$ cat src/rtl/lenet_pkg.sv
// Shared definitions for the LeNet frame sequencer.
//   state_t          one-hot encoding of the six sequencer states
//   RESULT_TAG       upper nibble of a successful result byte
//   ERR_TIMEOUT_BYTE byte returned to the host when inference times out
//   IMG_BYTES        size of one received image frame
package lenet_pkg;

  typedef enum logic [5:0] {
    ST_IDLE    = 6'b000001,
    ST_LOAD    = 6'b000010,
    ST_RELEASE = 6'b000100,
    ST_START   = 6'b001000,
    ST_RUN     = 6'b010000,
    ST_SEND    = 6'b100000
  } state_t;

  localparam logic [3:0] RESULT_TAG       = 4'hA;
  localparam logic [7:0] ERR_TIMEOUT_BYTE = 8'hEE;
  localparam int         IMG_BYTES        = 1764;

  function automatic logic [7:0] result_byte(input logic [3:0] cls);
    return {RESULT_TAG, cls};
  endfunction

endpackage

$ cat src/rtl/lenet_frame_ctrl_watchdog.sv
// Inference watchdog: up-counter cleared by clr, advanced by inc.
//   clk, rst  clock, asynchronous active-high reset
//   clr       force count to zero (takes priority over inc)
//   inc       advance count by one
//   expire    count has reached TIMEOUT_CYC-1
// The count saturates at its terminal value so a stalled core cannot wrap
// the counter back into a non-expired range.
module lenet_watchdog #(
  parameter int TIMEOUT_CYC = 2_000_000
) (
  input  logic clk,
  input  logic rst,
  input  logic clr,
  input  logic inc,
  output logic expire
);
  import lenet_pkg::*;

  localparam int W = (TIMEOUT_CYC > 2) ? $clog2(TIMEOUT_CYC) : 1;
  localparam logic [W-1:0] LAST = W'(TIMEOUT_CYC - 1);

  logic [W-1:0] count;

  always_ff @(posedge clk or posedge rst) begin
    if (rst) begin
      count <= '0;
    end else if (clr) begin
      count <= '0;
    end else if (inc && (count != LAST)) begin
      count <= count + W'(1);
    end
  end

  assign expire = (count == LAST);

endmodule

$ cat src/rtl/lenet_frame_ctrl.sv
// Sequencer between the UART frame receiver and the LeNet-5 core.
//   clk, rst       clock, asynchronous active-high reset
//   en             accept new frames (checked only in IDLE)
//   rx_finish      receiver holds a complete frame (level)
//   rx_later_read  pulse: receiver clears its image and finish flag
//   img_load       pulse: core captures the receiver image
//   cnn_start      pulse: begin inference
//   cnn_done       pulse from core, cnn_class valid with it
//   tx_valid/tx_data/tx_ready  result byte handshake to UART TX
//   busy           not in IDLE
//   err_timeout    sticky watchdog expiry flag
//   frame_cnt      count of successfully classified frames (wraps)
//
// state   | meaning
// IDLE    | wait for en & rx_finish
// LOAD    | img_load high, core samples image
// RELEASE | rx_later_read high, receiver clears image
// START   | cnn_start high, watchdog cleared
// RUN     | wait for cnn_done or watchdog expiry
// SEND    | hold result byte until accepted
module lenet_frame_ctrl #(
  parameter int TIMEOUT_CYC = 2_000_000,
  parameter int CLASS_W     = 4,
  parameter int CNT_W       = 16
) (
  input  logic               clk,
  input  logic               rst,
  input  logic               en,
  input  logic               rx_finish,
  output logic               rx_later_read,
  output logic               img_load,
  output logic               cnn_start,
  input  logic               cnn_done,
  input  logic [CLASS_W-1:0] cnn_class,
  output logic               tx_valid,
  output logic [7:0]         tx_data,
  input  logic               tx_ready,
  output logic               busy,
  output logic               err_timeout,
  output logic [CNT_W-1:0]   frame_cnt
);
  import lenet_pkg::*;

  state_t     state;
  logic       wd_expire;
  logic [3:0] cls4;

  assign cls4 = 4'(cnn_class);

  lenet_watchdog #(.TIMEOUT_CYC(TIMEOUT_CYC)) u_watchdog (
    .clk    (clk),
    .rst    (rst),
    .clr    (state == ST_START),
    .inc    (state == ST_RUN),
    .expire (wd_expire)
  );

  // Each pulse output is set on the transition into its state and cleared
  // on the way out, so it is high exactly for the one cycle of that state.
  always_ff @(posedge clk or posedge rst) begin
    if (rst) begin
      state         <= ST_IDLE;
      rx_later_read <= 1'b0;
      img_load      <= 1'b0;
      cnn_start     <= 1'b0;
      tx_valid      <= 1'b0;
      tx_data       <= 8'h00;
      busy          <= 1'b0;
      err_timeout   <= 1'b0;
      frame_cnt     <= '0;
    end else begin
      case (state)
        ST_IDLE: begin
          if (en && rx_finish) begin
            state    <= ST_LOAD;
            img_load <= 1'b1;
            busy     <= 1'b1;
          end
        end
        ST_LOAD: begin
          state         <= ST_RELEASE;
          img_load      <= 1'b0;
          rx_later_read <= 1'b1;
        end
        ST_RELEASE: begin
          state         <= ST_START;
          rx_later_read <= 1'b0;
          cnn_start     <= 1'b1;
        end
        ST_START: begin
          state     <= ST_RUN;
          cnn_start <= 1'b0;
        end
        ST_RUN: begin
          // done is tested first so a result in the expiry cycle still counts
          if (cnn_done) begin
            state     <= ST_SEND;
            tx_valid  <= 1'b1;
            tx_data   <= result_byte(cls4);
            frame_cnt <= frame_cnt + CNT_W'(1);
          end else if (wd_expire) begin
            state       <= ST_SEND;
            tx_valid    <= 1'b1;
            tx_data     <= ERR_TIMEOUT_BYTE;
            err_timeout <= 1'b1;
          end
        end
        ST_SEND: begin
          if (tx_ready) begin
            state    <= ST_IDLE;
            tx_valid <= 1'b0;
            busy     <= 1'b0;
          end
        end
        default: begin
          state         <= ST_IDLE;
          rx_later_read <= 1'b0;
          img_load      <= 1'b0;
          cnn_start     <= 1'b0;
          tx_valid      <= 1'b0;
          busy          <= 1'b0;
        end
      endcase
    end
  end

endmodule

$ cat config.mk
export PLATFORM = sky130hd
export DESIGN_NAME = lenet_frame_ctrl
export DESIGN_NICKNAME = d
export VERILOG_FILES = /design/src/rtl/lenet_pkg.sv /design/src/rtl/lenet_frame_ctrl_watchdog.sv /design/src/rtl/lenet_frame_ctrl.sv
export SDC_FILE = /design/constraint.sdc
export NUM_CORES = 1
export LEC_CHECK = 0
export ABC_CLOCK_PERIOD_IN_PS = 4500
export BUFFER_PORTS_ARGS = -buffer_cell sky130_fd_sc_hd__buf_4
export CORE_MARGIN = 4
export CORE_UTILIZATION = 59
export DETAILED_ROUTE_END_ITERATION = 7
export PLACE_DENSITY = 0.84
export SYNTH_ARGS = -nofsm -noshare
export SYNTH_HDL_FRONTEND = slang
export SYNTH_HIERARCHICAL = 1
export SYNTH_SLANG_ARGS = --single-unit
$ cat constraint.sdc
create_clock -name clk -period 4.5 [get_ports clk]
set_input_delay 0.45 -clock clk [delete_from_list [all_inputs] [get_ports clk]]
set_output_delay 0.45 -clock clk [all_outputs]
set_load 0.01 [all_outputs]
==> impl_metrics.csv <==
group,metric,value,unit
status,status,"completed",
timing,min_period_over_period,60.2,%
synth,ys_warn_count,6,
detailed_routing,wirelength,5960,um
critical_path,critical_path_class,"flip-flop to flip-flop",
cells_and_area,drive_above_1_share,21.9,%
critical_path,crit_path_max_fanout,13,
critical_path,cp.arrival,2.90,ns
placement,port_buffers,38,
clock_network,cts.sinks,55,
detailed_routing,avgRoutedWirePerCell,16.2,um
pwr,p_leak,0.00154,uW
synth,syn_area_per_cell,10.1,um2
global_route,grt_pass1_wl,10400,um
global_route,antenna_found_initial,0,
job,maxCapViolCount,0,
global_route,grt_pass1_vias,2155,
cells_and_area,layout_common_cells,"dfrtp_1 (54), buf_4 (40), nor2_1 (31)",
placement,hpwl,4170,um
floorplan,die_width,77.1,um
cells_and_area,syn2layout_area_growth,14.9,%
timing,finalHoldViolCount,0,
cells_and_area,diodes,0,
synth,synth-edff-count,0,
clock_network,cts_made_buffers,5,
timing,fin_setup_tns,0,ns
synth,netlist_area,2820,um2
timing,rsz0062_at_grt,"false",
synth,ys_seq_area_share,48.9,%
min_path,min_from,"cnn_class[0]",
synth,yosys_most_used_dff,"dfrtp_1",
placement,gp_congestion,0.828,
clock_network,clock_path_buffers,2,
timing,min_period,2.71,ns
pwr,powerDensity,274,nW/um2
placement,placed_area,3130,um2
floorplan,ios,40,
critical_path,startpoint,"state[2]",
clock_network,cts_tree,"done",
detailed_routing,ant_nets,0,
detailed_routing,drc,0,
placement,dp_slack,1.89,ns
floorplan,start_util,63.0,%
global_route,grt_start_max_net_pins,33,
critical_path,required,4.69,ns
critical_path,end_kind,"flip-flop",
detailed_routing,drt_iter0_markers,161,
floorplan,core_area,4470,um2
timing,fin_worst_skew,0.00320,ns
detailed_routing,vias,2232,
detailed_routing,vias_per_cell,6.08,
min_path,hold_path_class,"primary input to flip-flop",
synth,synthCells,278,
clock_network,htreeDepth,2,
clock_network,clockRootBuffer,"clkbuf_8",
global_route,grtUsageTotal,21.3,%
cells_and_area,final_common_cell,"dfrtp_1",
global_route,overflow,0,
timing,worst_pin_slew,1.18,ns
pwr,vdd_drop_max,0.154,mV
critical_path,rr_startpoint,"state[2]",
synth,yosys.cell_types.count,61,
detailed_routing,first_pass_iters,5,
timing,fin_ws,1.79,ns
synth,ys_seq_elements,55,
clock_network,cts_resized,0,
critical_path,cp-start-kind,"flip-flop",
timing,maxSlewHeadroom,20.7,%
clock_network,path_clk_slew,0.09,ns
synth,synth.net_count,290,
cells_and_area,layout.nets,326,
cells_and_area,finalInstanceArea,3240,um2
floorplan,dieArea,5950,um2
synth,postSynth.asyncResetShare,100,%
timing,fmax,369,MHz
timing,final-setup-viol-count,0,
timing,slew_violations,0,
floorplan,rows,24,
clock_network,clk_latency,0.30,ns
floorplan,die_height,77.1,um
[metrics by stage]
stage	std cells	total power, uW	utilization (%)	hold slack [ns]
finish	367	889	72.4	0.357
global placement	358	607	69.9	0.330
CTS	367	899	72.4	0.347
floorplan	278	574	-	0.427
global route	367	933	72.4	0.366
detailed placement	358	609	69.9	0.332
[path summary, 6_finish.rpt]
path	cells after the start	slack [ns]	end
setup / recovery	4	1.79	frame_cnt[15]
hold / removal	3	0.36	tx_data[0]
setup reg to reg	4	1.79	frame_cnt[15]
hold reg to reg	1	0.49	frame_cnt[15]
max in group asynchronous	3	3.11	u_watchdog/count[0]
min in group asynchronous	3	0.57	tx_data[3]
[area by class of cell]
| cell class | count | area, um2 |
|---|---|---|
| Clock buffer | 8 | 100 |
| Fill cell | 325 | 1230 |
| Inverter | 9 | 33.8 |
| Multi-Input combinational cell | 202 | 1350 |
| Sequential cell | 55 | 1380 |
| Tap cell | 52 | 65.1 |
| Timing Repair Buffer | 41 | 310 |
[critical path, stage by stage, from the launching register on]
cell and delay (ns):
dfrtp_1 0.51, or4b_1 0.69, nor4_1 0.99, nand3_1 0.21, xnor2_1 0.19
[synthesized netlist by cell type (3+ instances only)]
library cell	instances	area, um2
o21a_1	3	22.5
nand3_1	13	65.1
dfrtp_1	54	1350
nor2_1	31	116
or4_1	3	22.5
nand2_1	19	71.3
or2_2	3	18.8
o21ai_0	10	50.1
xor2_1	17	149
clkbuf_1	6	22.5
nand4_1	14	87.6
and4_1	3	26.3
or3_1	6	37.5
inv_1	9	33.8
o22a_1	3	26.3
nor3_1	4	20.0
xnor2_1	10	87.6
nor2b_1	5	31.3
a21oi_1	10	50.1
[flip-flops by register name, indices dropped and copies added, names as in the netlist, 6 cells and up]
name              flops
tx_data               6
u_watchdog/count     21
frame_cnt            16
state                 6
[power by group]
part	internal (uW)	switching (uW)	total (uW)
combinational	36.0	40.6	76.6
clock	141	149	290
sequential	508	13.9	522
[per-layer routing]
layer	wire, um	GRT usage [%]
met1	2760	29.3
met2	2830	34.6
met3	304	4.22
met4	63	5.34
met5	0	0
[kinds of logic after synthesis]
group,Yosys count,synth area share [%]
other cells,1,0.133
mux,3,1.15
simple gates,119,24.4
buf+inv,21,3.15
compound gates,49,12.5
fa+ha+maj,2,0.888
flops,55,48.9
xor+xnor,28,8.97
[repair_timing]
| item | 4_1_cts | 5_1_grt |
|---|---|---|
| setup buffers | 0 | 0 |
| endpoints found under the hold margin | 2 | 0 |
| hold buffers | 1 | 0 |
Note: power is estimated with default switching activity, not from simulation.
